[config.mk]
export PLATFORM = sky130hd
export DESIGN_NAME = spart_bus_sched
export DESIGN_NICKNAME = d
export VERILOG_FILES = /design/src/rtl/spart_pkg.sv /design/src/rtl/spart_txq.sv /design/src/rtl/spart_bus_sched.sv
export SDC_FILE = /design/constraint.sdc
export NUM_CORES = 1
export LEC_CHECK = 0
export BUFFER_PORTS_ARGS = -buffer_cell sky130_fd_sc_hd__clkbuf_2
export CORE_ASPECT_RATIO = 0.5
export CORE_MARGIN = 1.5
export CORE_UTILIZATION = 60
export DETAILED_ROUTE_END_ITERATION = 8
export PLACE_DENSITY = 0.95
export RECOVER_POWER = 50
export SYNTH_ARGS = -nofsm -noshare
export SYNTH_HDL_FRONTEND = slang
export SYNTH_HIERARCHICAL = 1
export SYNTH_SLANG_ARGS = --single-unit
[constraint.sdc]
create_clock -name clk -period 5.05 [get_ports clk]
set_input_delay 0.2525 -clock clk [delete_from_list [all_inputs] [get_ports clk]]
set_output_delay 0.2525 -clock clk [all_outputs]
set_load 0.005 [all_outputs]
[src/rtl/spart_pkg.sv]
// Shared definitions for the SPART bus scheduler.
// Contents: SPART register address encodings, scheduler state enumeration,
// and the baud divisor loaded after reset. 325 selects 9600 baud.
package spart_pkg;

    localparam logic [1:0] IOADDR_DATA   = 2'b00;
    localparam logic [1:0] IOADDR_STATUS = 2'b01;
    localparam logic [1:0] IOADDR_DB_LO  = 2'b10;
    localparam logic [1:0] IOADDR_DB_HI  = 2'b11;

    localparam logic [15:0] SPART_DEFAULT_DIVISOR = 16'd325;

    typedef enum logic [2:0] {
        ST_CFG_LO,
        ST_CFG_HI,
        ST_IDLE,
        ST_RX,
        ST_TX
    } sched_state_t;

endpackage

[src/rtl/spart_txq.sv]
// Synchronous FIFO that holds the TX words waiting to go out to the SPART.
// Ports:
//   clk, rst       clock, asynchronous active-low reset (empties the queue)
//   i_push, i_din  write strobe and data; a push while full is dropped
//   i_pop          removes the head word; a pop while empty is dropped
//   o_dout         head word (valid while o_count != 0)
//   o_count        occupancy, 0..DEPTH
module spart_txq #(
    parameter int DEPTH = 4,
    parameter int WIDTH = 16
) (
    input  logic                     clk,
    input  logic                     rst,
    input  logic                     i_push,
    input  logic [WIDTH-1:0]         i_din,
    input  logic                     i_pop,
    output logic [WIDTH-1:0]         o_dout,
    output logic [$clog2(DEPTH):0]   o_count
);

    localparam int AW = $clog2(DEPTH);
    localparam int CW = AW + 1;

    logic [WIDTH-1:0] r_mem [DEPTH];
    logic [AW-1:0]    r_wr_ptr;
    logic [AW-1:0]    r_rd_ptr;
    logic [CW-1:0]    r_count;
    logic             w_full;
    logic             w_empty;
    logic             w_push_ok;
    logic             w_pop_ok;

    assign w_full    = (r_count == CW'(DEPTH));
    assign w_empty   = (r_count == '0);
    assign w_push_ok = i_push && !w_full;
    assign w_pop_ok  = i_pop && !w_empty;

    // Storage is not reset; occupancy and pointers alone define validity.
    always_ff @(posedge clk) begin
        if (w_push_ok) begin
            r_mem[r_wr_ptr] <= i_din;
        end
    end

    // DEPTH is a power of two, so the pointers wrap by natural overflow.
    always_ff @(posedge clk or negedge rst) begin
        if (!rst) begin
            r_wr_ptr <= '0;
            r_rd_ptr <= '0;
            r_count  <= '0;
        end else begin
            if (w_push_ok) begin
                r_wr_ptr <= r_wr_ptr + AW'(1);
            end
            if (w_pop_ok) begin
                r_rd_ptr <= r_rd_ptr + AW'(1);
            end
            case ({w_push_ok, w_pop_ok})
                2'b10:   r_count <= r_count + CW'(1);
                2'b01:   r_count <= r_count - CW'(1);
                default: r_count <= r_count;
            endcase
        end
    end

    assign o_dout  = r_mem[r_rd_ptr];
    assign o_count = r_count;

endmodule

[src/rtl/spart_bus_sched.sv]
// SPART bus scheduler: programs the baud divisor, moves received byte pairs
// into 16-bit words and sends queued 16-bit words as two bytes, low first.
// Ports:
//   clk, rst                         clock, asynchronous active-low reset
//   cfg_divisor, cfg_load            runtime divisor reprogramming request
//   tx_word, tx_word_valid/_ready    TX word queue input handshake
//   rx_word, rx_word_valid           assembled RX word and its one-cycle strobe
//   rda, tbr                         SPART receive-available / transmit-ready
//   iocs, iorw, ioaddr               SPART bus access control
//   db_out, db_oe, db_in             SPART data bus (split)
//   rx_word_cnt, tx_word_cnt         wrapping word counters
//   cfg_busy                         divisor programming in progress
//
// state     | meaning
// ----------+---------------------------------------------------------
// ST_CFG_LO | write divisor low byte to DB low (held here during reset)
// ST_CFG_HI | write divisor high byte to DB high
// ST_IDLE   | status address on the bus, arbitrate cfg / RX / TX
// ST_RX     | read one byte from the SPART data register
// ST_TX     | write one byte of the queue head to the SPART data register
module spart_bus_sched
    import spart_pkg::*;
#(
    parameter logic [15:0] DEFAULT_DIVISOR = SPART_DEFAULT_DIVISOR,
    parameter int          TXQ_DEPTH       = 4
) (
    input  logic        clk,
    input  logic        rst,
    input  logic [15:0] cfg_divisor,
    input  logic        cfg_load,
    input  logic [15:0] tx_word,
    input  logic        tx_word_valid,
    output logic        tx_word_ready,
    output logic [15:0] rx_word,
    output logic        rx_word_valid,
    input  logic        rda,
    input  logic        tbr,
    output logic        iocs,
    output logic        iorw,
    output logic [1:0]  ioaddr,
    output logic [7:0]  db_out,
    output logic        db_oe,
    input  logic [7:0]  db_in,
    output logic [11:0] rx_word_cnt,
    output logic [11:0] tx_word_cnt,
    output logic        cfg_busy
);

    localparam int QCW = $clog2(TXQ_DEPTH) + 1;

    sched_state_t   r_state;
    sched_state_t   w_next;

    logic           r_run;
    logic [15:0]    r_divisor;
    logic [15:0]    r_div_new;
    logic           r_cfg_pend;
    logic           r_tbr_d;
    logic           r_tx_hold;
    logic           r_last_tx;
    logic           r_tx_phase;
    logic           r_rx_phase;
    logic           r_rx_valid;
    logic [15:0]    r_rx_word;
    logic [11:0]    r_rx_cnt;
    logic [11:0]    r_tx_cnt;

    logic [15:0]    w_q_head;
    logic [QCW-1:0] w_q_count;
    logic           w_q_full;
    logic           w_q_empty;
    logic           w_push;
    logic           w_pop;
    logic           w_rx_elig;
    logic           w_tx_elig;
    logic           w_cfg_start;

    assign w_q_full      = (w_q_count == QCW'(TXQ_DEPTH));
    assign w_q_empty     = (w_q_count == '0);
    // r_run is low only during reset and its release cycle, which keeps
    // tx_word_ready low while reset is asserted.
    assign tx_word_ready = r_run && !w_q_full;
    assign w_push        = tx_word_valid && tx_word_ready;
    assign w_pop         = (r_state == ST_TX) && r_tx_phase;
    assign w_rx_elig     = rda;
    assign w_tx_elig     = !w_q_empty && tbr && !r_tx_hold;
    assign w_cfg_start   = (r_state == ST_IDLE) && (w_next == ST_CFG_LO);

    spart_txq #(
        .DEPTH (TXQ_DEPTH),
        .WIDTH (16)
    ) u_txq (
        .clk     (clk),
        .rst     (rst),
        .i_push  (w_push),
        .i_din   (tx_word),
        .i_pop   (w_pop),
        .o_dout  (w_q_head),
        .o_count (w_q_count)
    );

    always_ff @(posedge clk or negedge rst) begin
        if (!rst) begin
            r_state <= ST_CFG_LO;
        end else begin
            r_state <= w_next;
        end
    end

    always_comb begin
        w_next = r_state;
        case (r_state)
            // Wait here for the first cycle after reset release so the
            // low-byte write is actually presented on the bus.
            ST_CFG_LO: w_next = r_run ? ST_CFG_HI : ST_CFG_LO;
            ST_CFG_HI: w_next = ST_IDLE;
            ST_IDLE: begin
                if (r_cfg_pend) begin
                    w_next = ST_CFG_LO;
                end else if (w_rx_elig && w_tx_elig) begin
                    w_next = r_last_tx ? ST_RX : ST_TX;
                end else if (w_rx_elig) begin
                    w_next = ST_RX;
                end else if (w_tx_elig) begin
                    w_next = ST_TX;
                end
            end
            ST_RX:     w_next = ST_IDLE;
            ST_TX:     w_next = ST_IDLE;
            default:   w_next = ST_IDLE;
        endcase
    end

    always_comb begin
        iocs     = 1'b0;
        iorw     = 1'b1;
        ioaddr   = IOADDR_STATUS;
        db_oe    = 1'b0;
        db_out   = 8'h00;
        cfg_busy = 1'b0;
        case (r_state)
            ST_CFG_LO: begin
                if (r_run) begin
                    iocs     = 1'b1;
                    iorw     = 1'b0;
                    ioaddr   = IOADDR_DB_LO;
                    db_oe    = 1'b1;
                    db_out   = r_divisor[7:0];
                    cfg_busy = 1'b1;
                end
            end
            ST_CFG_HI: begin
                iocs     = 1'b1;
                iorw     = 1'b0;
                ioaddr   = IOADDR_DB_HI;
                db_oe    = 1'b1;
                db_out   = r_divisor[15:8];
                cfg_busy = 1'b1;
            end
            ST_RX: begin
                iocs   = 1'b1;
                iorw   = 1'b1;
                ioaddr = IOADDR_DATA;
            end
            ST_TX: begin
                iocs   = 1'b1;
                iorw   = 1'b0;
                ioaddr = IOADDR_DATA;
                db_oe  = 1'b1;
                db_out = r_tx_phase ? w_q_head[15:8] : w_q_head[7:0];
            end
            default: ;
        endcase
    end

    // Divisor staging: a new request lands in r_div_new and is copied into
    // r_divisor only as the CFG sequence starts, so a request arriving in
    // the middle of a CFG pair never mixes bytes of two divisors.
    always_ff @(posedge clk or negedge rst) begin
        if (!rst) begin
            r_run      <= 1'b0;
            r_divisor  <= DEFAULT_DIVISOR;
            r_div_new  <= DEFAULT_DIVISOR;
            r_cfg_pend <= 1'b0;
        end else begin
            r_run <= 1'b1;
            if (w_cfg_start) begin
                r_divisor <= r_div_new;
            end
            if (cfg_load) begin
                r_div_new  <= cfg_divisor;
                r_cfg_pend <= 1'b1;
            end else if (w_cfg_start) begin
                r_cfg_pend <= 1'b0;
            end
        end
    end

    // TX pacing and arbitration history. A TX write sets the hold even if
    // tbr happens to rise in the same cycle.
    always_ff @(posedge clk or negedge rst) begin
        if (!rst) begin
            r_tbr_d    <= 1'b0;
            r_tx_hold  <= 1'b0;
            r_last_tx  <= 1'b1;
            r_tx_phase <= 1'b0;
            r_tx_cnt   <= 12'd0;
        end else begin
            r_tbr_d <= tbr;
            if (r_state == ST_TX) begin
                r_tx_hold <= 1'b1;
            end else if (tbr && !r_tbr_d) begin
                r_tx_hold <= 1'b0;
            end
            if (r_state == ST_RX) begin
                r_last_tx <= 1'b0;
            end else if (r_state == ST_TX) begin
                r_last_tx <= 1'b1;
            end
            if (r_state == ST_TX) begin
                r_tx_phase <= !r_tx_phase;
            end
            if (w_pop) begin
                r_tx_cnt <= r_tx_cnt + 12'd1;
            end
        end
    end

    always_ff @(posedge clk or negedge rst) begin
        if (!rst) begin
            r_rx_phase <= 1'b0;
            r_rx_valid <= 1'b0;
            r_rx_word  <= 16'h0000;
            r_rx_cnt   <= 12'd0;
        end else begin
            r_rx_valid <= 1'b0;
            if (r_state == ST_RX) begin
                if (!r_rx_phase) begin
                    r_rx_word[7:0] <= db_in;
                    r_rx_phase     <= 1'b1;
                end else begin
                    r_rx_word[15:8] <= db_in;
                    r_rx_phase      <= 1'b0;
                    r_rx_valid      <= 1'b1;
                    r_rx_cnt        <= r_rx_cnt + 12'd1;
                end
            end
        end
    end

    assign rx_word       = r_rx_word;
    assign rx_word_valid = r_rx_valid;
    assign rx_word_cnt   = r_rx_cnt;
    assign tx_word_cnt   = r_tx_cnt;

endmodule
Word level (Yosys, flattened, before mapping) --
Memory sizes are Yosys's and may differ from the RTL's. Index checks and enable logic that the tools add are counted.
Storage, ports and cells: word-level logic and storage cells 90, bits in registers 90, memories 1, bits in writable memories 64
Memory list:
- u_txq.r_mem | words 4, bits a word 16, rd ports 1, clocked after memory_dff 0, write ports 1, RTL line spart_txq.sv:24 | logic [WIDTH-1:0] r_mem [DEPTH];
Cells by class: multiplexer cells 30, reductions and logical operators 27, $add $sub $neg 6, equal/unequal tests 7, bitwise operators 1
Operator list (number):
- adder 12 x 1 -> 12 bit, second input constant | 2
- one-hot mux 8 bit (3 select lines) | 1
- 2-to-1 mux 8 bit | 2
- 2-to-1 mux 3 bit | 5
- 2-to-1 mux 1 bit | 14
- one-hot mux 3 bit (2 select lines) | 2
- logical AND 1 bit | 10
- logical NOT 3 bit | 3
- one-hot mux 1 bit (2 select lines) | 4
- nonzero test 2 bit | 4
- == test 3 x 2 -> 1 bit, second input constant | 2
- == test 3 bit, second input constant | 2
- one-hot mux 2 bit (3 select lines) | 1
- logical NOT 1 bit | 5
- adder 2 x 1 -> 2 bit, second input constant | 2
- AND reduction 2 bit | 2
- OR reduction 2 bit | 2
- adder 3 x 1 -> 3 bit, second input constant | 1
- == test 3 x 1 -> 1 bit, second input constant | 1
- OR reduction 3 bit | 1
- subtractor 3 x 1 -> 3 bit, second input constant | 1
- == test 2 x 1 -> 1 bit, second input constant | 1
- == test 2 bit, second input constant | 1
- 2-to-1 mux 2 bit | 1
- inverter 1 bit | 1

Longest topological paths before layout --
depth in word-level cells 13, gate-level depth with buffers 12, mapped depth without buffers 12

Cells and area by module --
Netlist, hierarchy kept.
Modules (own cells, without submodules):
- spart_bus_sched | cells an instance 294, instances 1, seq. area each 2088.3 µm², area each 3594.7 µm²
- spart_txq | cells an instance 120, instances 1, seq. area each 2097.0 µm², area each 2773.9 µm²

Worst setup path after synthesis --
No wires, ideal clock.
path type flip-flop to flip-flop, from register u_txq.r_count[2], in the netlist u_txq/o_count[2], to register u_txq.r_count[2], in the netlist u_txq/o_count[2], stages on the path, launching flop included 12, slack 3.024 ns, arrival time 1.898 ns, path through dfrtp_1 > a21boi_0 > and2_1 > inv_1 > a31oi_4 > inv_1 > ha_1 > inv_1 > fa_1 > xor2_1 > nor2_1 > xor2_1
Between the ends: longest elaborated chain between the ends 7, elaborated cells between the ends (all ways) 14, those cells by class 2 x add/sub; 3 x eq/ne; 1 x mux; 8 x reduce/logical
RTL lines:
- start: declaration | RTL line spart_txq.sv:27 | logic [CW-1:0] r_count;
- start signal: assignment | RTL line spart_txq.sv:59 | 2'b10: r_count <= r_count + CW'(1);
- start signal: assignment | RTL line spart_txq.sv:60 | 2'b01: r_count <= r_count - CW'(1);
- start signal: assignment | RTL line spart_txq.sv:61 | default: r_count <= r_count;
- == test 3 bit (*) | RTL line spart_bus_sched.sv:78 | assign w_q_full = (w_q_count == QCW'(TXQ_DEPTH));
- logical NOT 1 bit (*) | RTL line spart_bus_sched.sv:82 | assign tx_word_ready = r_run && !w_q_full;
- logical AND 1 bit (*) | RTL line spart_bus_sched.sv:82
- net tx_word_ready | RTL line spart_bus_sched.sv:33 | output logic tx_word_ready,
- logical AND 1 bit (*) | RTL line spart_bus_sched.sv:83 | assign w_push = tx_word_valid && tx_word_ready;
- net w_push | RTL line spart_bus_sched.sv:72 | logic w_push;
- logical AND 1 bit (*) | RTL line spart_txq.sv:35 | assign w_push_ok = i_push && !w_full;
- == test 2 x 1 -> 1 bit or == test 2 bit (tied branches) | RTL line spart_txq.sv:58 | case ({w_push_ok, w_pop_ok})
- one-hot mux 3 bit (2 select lines) or nonzero test 2 bit (tied branches)
Mark *: on every way through the listed nets, which the timed path passes. The rest lies on a longest branch. A chain may end at the register's enable or synchronous reset.

Worst setup path after layout --
from register u_txq.r_rd_ptr[0], to output db_out[1]
Between the ends: longest elaborated chain between the ends 3
RTL lines:
- start: declaration | RTL line spart_txq.sv:26 | logic [AW-1:0] r_rd_ptr;
- start signal: assignment | RTL line spart_txq.sv:56 | r_rd_ptr <= r_rd_ptr + AW'(1);
- memory (4 x 16 bit)
- net w_q_head[1] | RTL line spart_bus_sched.sv:68 | logic [15:0] w_q_head;
- 2-to-1 mux 8 bit | RTL line spart_bus_sched.sv:170 | db_out = r_tx_phase ? w_q_head[15:8] : w_q_head[7:0];
- one-hot mux 8 bit (3 select lines) | RTL line spart_bus_sched.sv:141 | case (r_state)
- end: declaration | RTL line spart_bus_sched.sv:41 | output logic [7:0] db_out,
The timed path passes the listed nets, and every way through them passes these cells.

==> flow_summary.ini <==
[global_route]
grt_pass1_wl_um = 20500
grt_max_degree = 86
grt_pass1_vias = 3893
grt_use_total_pct = 25.0
grt_antenna_before_repair = 0
gr-total-overflow = 0

[floorplan]
core_area_um2 = 10300
die-height_um = 75.9
fp.dieW_um = 149
start_util_pct = 62.0
io_pins = 102
dieArea_um2 = 11300
rows = 26

[placement]
place.gp.congestion = 0.837
port_buffers = 101
hpwl_um = 8460

[sta]
max_freq_ghz = 0.320
max_slew_margin_pct = -36.0
worstMarginPinSlew_ns = 2.04
period_share_pct = 61.9
period_needed_ns = 3.13
maxSlewViolCount = 86
hold_viol = 0
rsz0062_at_grt = false
hold_slack_ns = 0.0306
skew_ns = 0.00916
finalSetupViolations = 0
tns_ns = 0

[worst_setup_path]
crit_type = flip-flop to primary output
crit_path_start_kind = flip-flop
cp.arrival_ns = 2.87
path_max_fanout = 18
crit_path_end_kind = primary output
required_ns = 4.80

[clock_tree]
cts.sinks = 154
hold_buffers = 2
cts-buffers-inserted = 17
clk_transition_reported_paths_ns = 0.07
clk_path_buf_depth = 2
h-tree-depth = 4
post-cts-setup-buffers = 0
worstSkewPairLatency_ns = 0.42
root_buffer = clkbuf_16
cts_resized = 0
cts_tree = built

[yosys]
syn_nets = 468
synthFlopType = dfrtp_1
syn-mean-instance-area_um2 = 15.4
synth-seq-cells = 154
synth-async-reset-ratio_pct = 58.4
ys_warn_count = 6
syn_inst = 414
ys_seq_area_share_pct = 65.7
syn_area_um2 = 6370
synth-edff-count = 64
synthDistinctLibCells = 53

[drt]
routed_wl_um = 13300
drc = 0
dr.pass1.iters = 5
drt-wirelength-per-cell_um = 19.8
viasPerCell = 5.72
initialDrtViolationCount = 403
num_vias = 3837
drtAntennaViolNets = 0

[layout]
regArea_um2 = 4190
final_layout_size_suffix_gt1_share_pct = 28.6
multi_input_area_um2 = 2010
fillers = 629
area_growth_pct = 17.1
num_antenna_cells = 0
nNetsFinal = 572
final_util_pct = 72.6

[pwr]
finalPower_mw = 3.91
p_leak_nw = 3.07
p_per_area_nw_per_um2 = 524
irDropWorstVdd_mv = 0.289

[status]
status = complete, but fails checks
violations = capacitance limit, slew limit

[flow_run]
drv_cap = 1

[hold_path]
hold_path.class = input port to flip-flop
## sequential cells by signal, summed over array words and instances, names as in the netlist, 2 cells and up
register        cells
u_txq/r_mem        64
r_div_new          16
r_divisor          16
rx_word            16
rx_word_cnt        12
tx_word_cnt        12
r_state             3
u_txq/o_count       3
u_txq/r_rd_ptr      2
u_txq/r_wr_ptr      2
## area by class of cell
class,count,share of cell area (%)
well taps,140,2.35
repair buffers,104,6.42
flip-flops and latches,154,56.1
clock buffers,17,5.70
clock inverters,15,1.90
multi-input cells,229,26.9
inverters,12,0.604
## report_power, final
group | leakage (nW) | internal, mW | switching (mW)
sequential | 1.69 | 1.60 | 0.252
clock | 0.267 | 0.687 | 0.536
combinational | 1.12 | 0.416 | 0.426
## routing by layer
metal / wire [um] / global-route usage, % / vias up / part of all wire, %
met5: 0 / 0 / - / 0
met3: 924 / 5.93 / 39 / 7.0
met4: 371 / 15.4 / 0 / 2.8
met1: 5430 / 31.0 / 1911 / 41
met2: 6560 / 41.5 / 169 / 49
li1: - / - / 1718 / -
## stage by stage
stage | cells | setup WS (ns) | cell area [um^2]
2_1_floorplan | 414 | 3.02 | 6370
3_3_place_gp | 637 | 2.51 | 6940
3_5_place_dp | 637 | 2.45 | 6940
4_1_cts | 671 | 1.95 | 7530
5_1_grt | 671 | 1.77 | 7460
6_report | 671 | 1.92 | 7460
## path summary, 6_finish.rpt
path | start | end | slack [ns] | depth (start not counted)
min reg2reg | tx_word_cnt[11] | tx_word_cnt[11] | 0.47 | 1
max in group asynchronous | rst | tx_word_cnt[10] | 2.58 | 3
max reg2reg | r_run | u_txq/r_mem[2][11] | 2.34 | 5
min in group asynchronous | rst | r_div_new[5] | 0.22 | 2
max | u_txq/r_rd_ptr[0] | db_out[1] | 1.92 | 6
min | db_in[5] | rx_word[13] | 0.03 | 3
## synth_stat cells, types with 7 or more instances
library cell / count / share of area (%)
a22oi_1: 7 / 0.83
dfrtp_1: 81 / 32
nand3_1: 10 / 0.79
xor2_1: 11 / 1.5
mux4_1: 8 / 3.3
mux2_2: 37 / 6.5
nor2_1: 13 / 0.77
edfxtp_1: 64 / 30
nand2_1: 36 / 2.1
xnor2_1: 19 / 2.6
mux4_2: 8 / 2.8
and2_1: 7 / 0.69
dfstp_2: 9 / 3.7
ha_1: 7 / 1.4
buf_2: 7 / 0.55
inv_1: 11 / 0.65
a32oi_1: 7 / 0.96
o21ai_0: 9 / 0.71
## kinds of logic (layout without fill, tap and decap cells)
kind of cell / Yosys count / after routing / synth area share, %
compound gates: 36 / 36 / 4.20
xor+xnor: 30 / 30 / 4.13
fa+ha+maj: 8 / 8 / 1.69
buf+inv: 31 / 148 / 2.51
flops: 154 / 154 / 65.7
mux: 60 / 60 / 13.9
other cells: 1 / 1 / 0.0589
simple gates: 94 / 94 / 7.82
## placed cells by master, fill, tap and decap left out, types with 2 or more instances in the layout
cell type	Yosys	layout
a21oi_1	4	4
a22oi_1	7	7
a32oi_1	7	7
and2_1	7	7
and3_1	3	3
clkbuf_1	6	41
clkbuf_16	0	17
clkbuf_2	0	61
clkinv_4	0	2
clkinvlp_4	0	4
dfrtp_1	81	81
dfstp_2	9	8
dlygate4sd3_1	0	2
edfxtp_1	64	64
ha_1	7	7
inv_1	11	11
inv_6	0	5
mux2_1	5	6
mux2_2	37	36
mux2i_1	2	2
mux4_1	8	8
mux4_2	8	8
nand2_1	36	36
nand3_1	10	10
nand4_1	3	3
nor2_1	13	13
nor2_4	2	2
nor2b_1	2	2
nor3_1	5	5
nor3b_1	2	2
o21ai_0	9	9
o31a_1	3	3
xnor2_1	19	19
xor2_1	11	11
## critical path: stages (launching register included)
cell	delay [ns]
dfrtp_1	0.97
mux4_1	0.71
mux2i_1	0.23
nor2_1	0.09
a21oi_1	0.21
nor2_1	0.08
clkbuf_2	0.16
No activity file was read; power rests on OpenSTA's default activity.
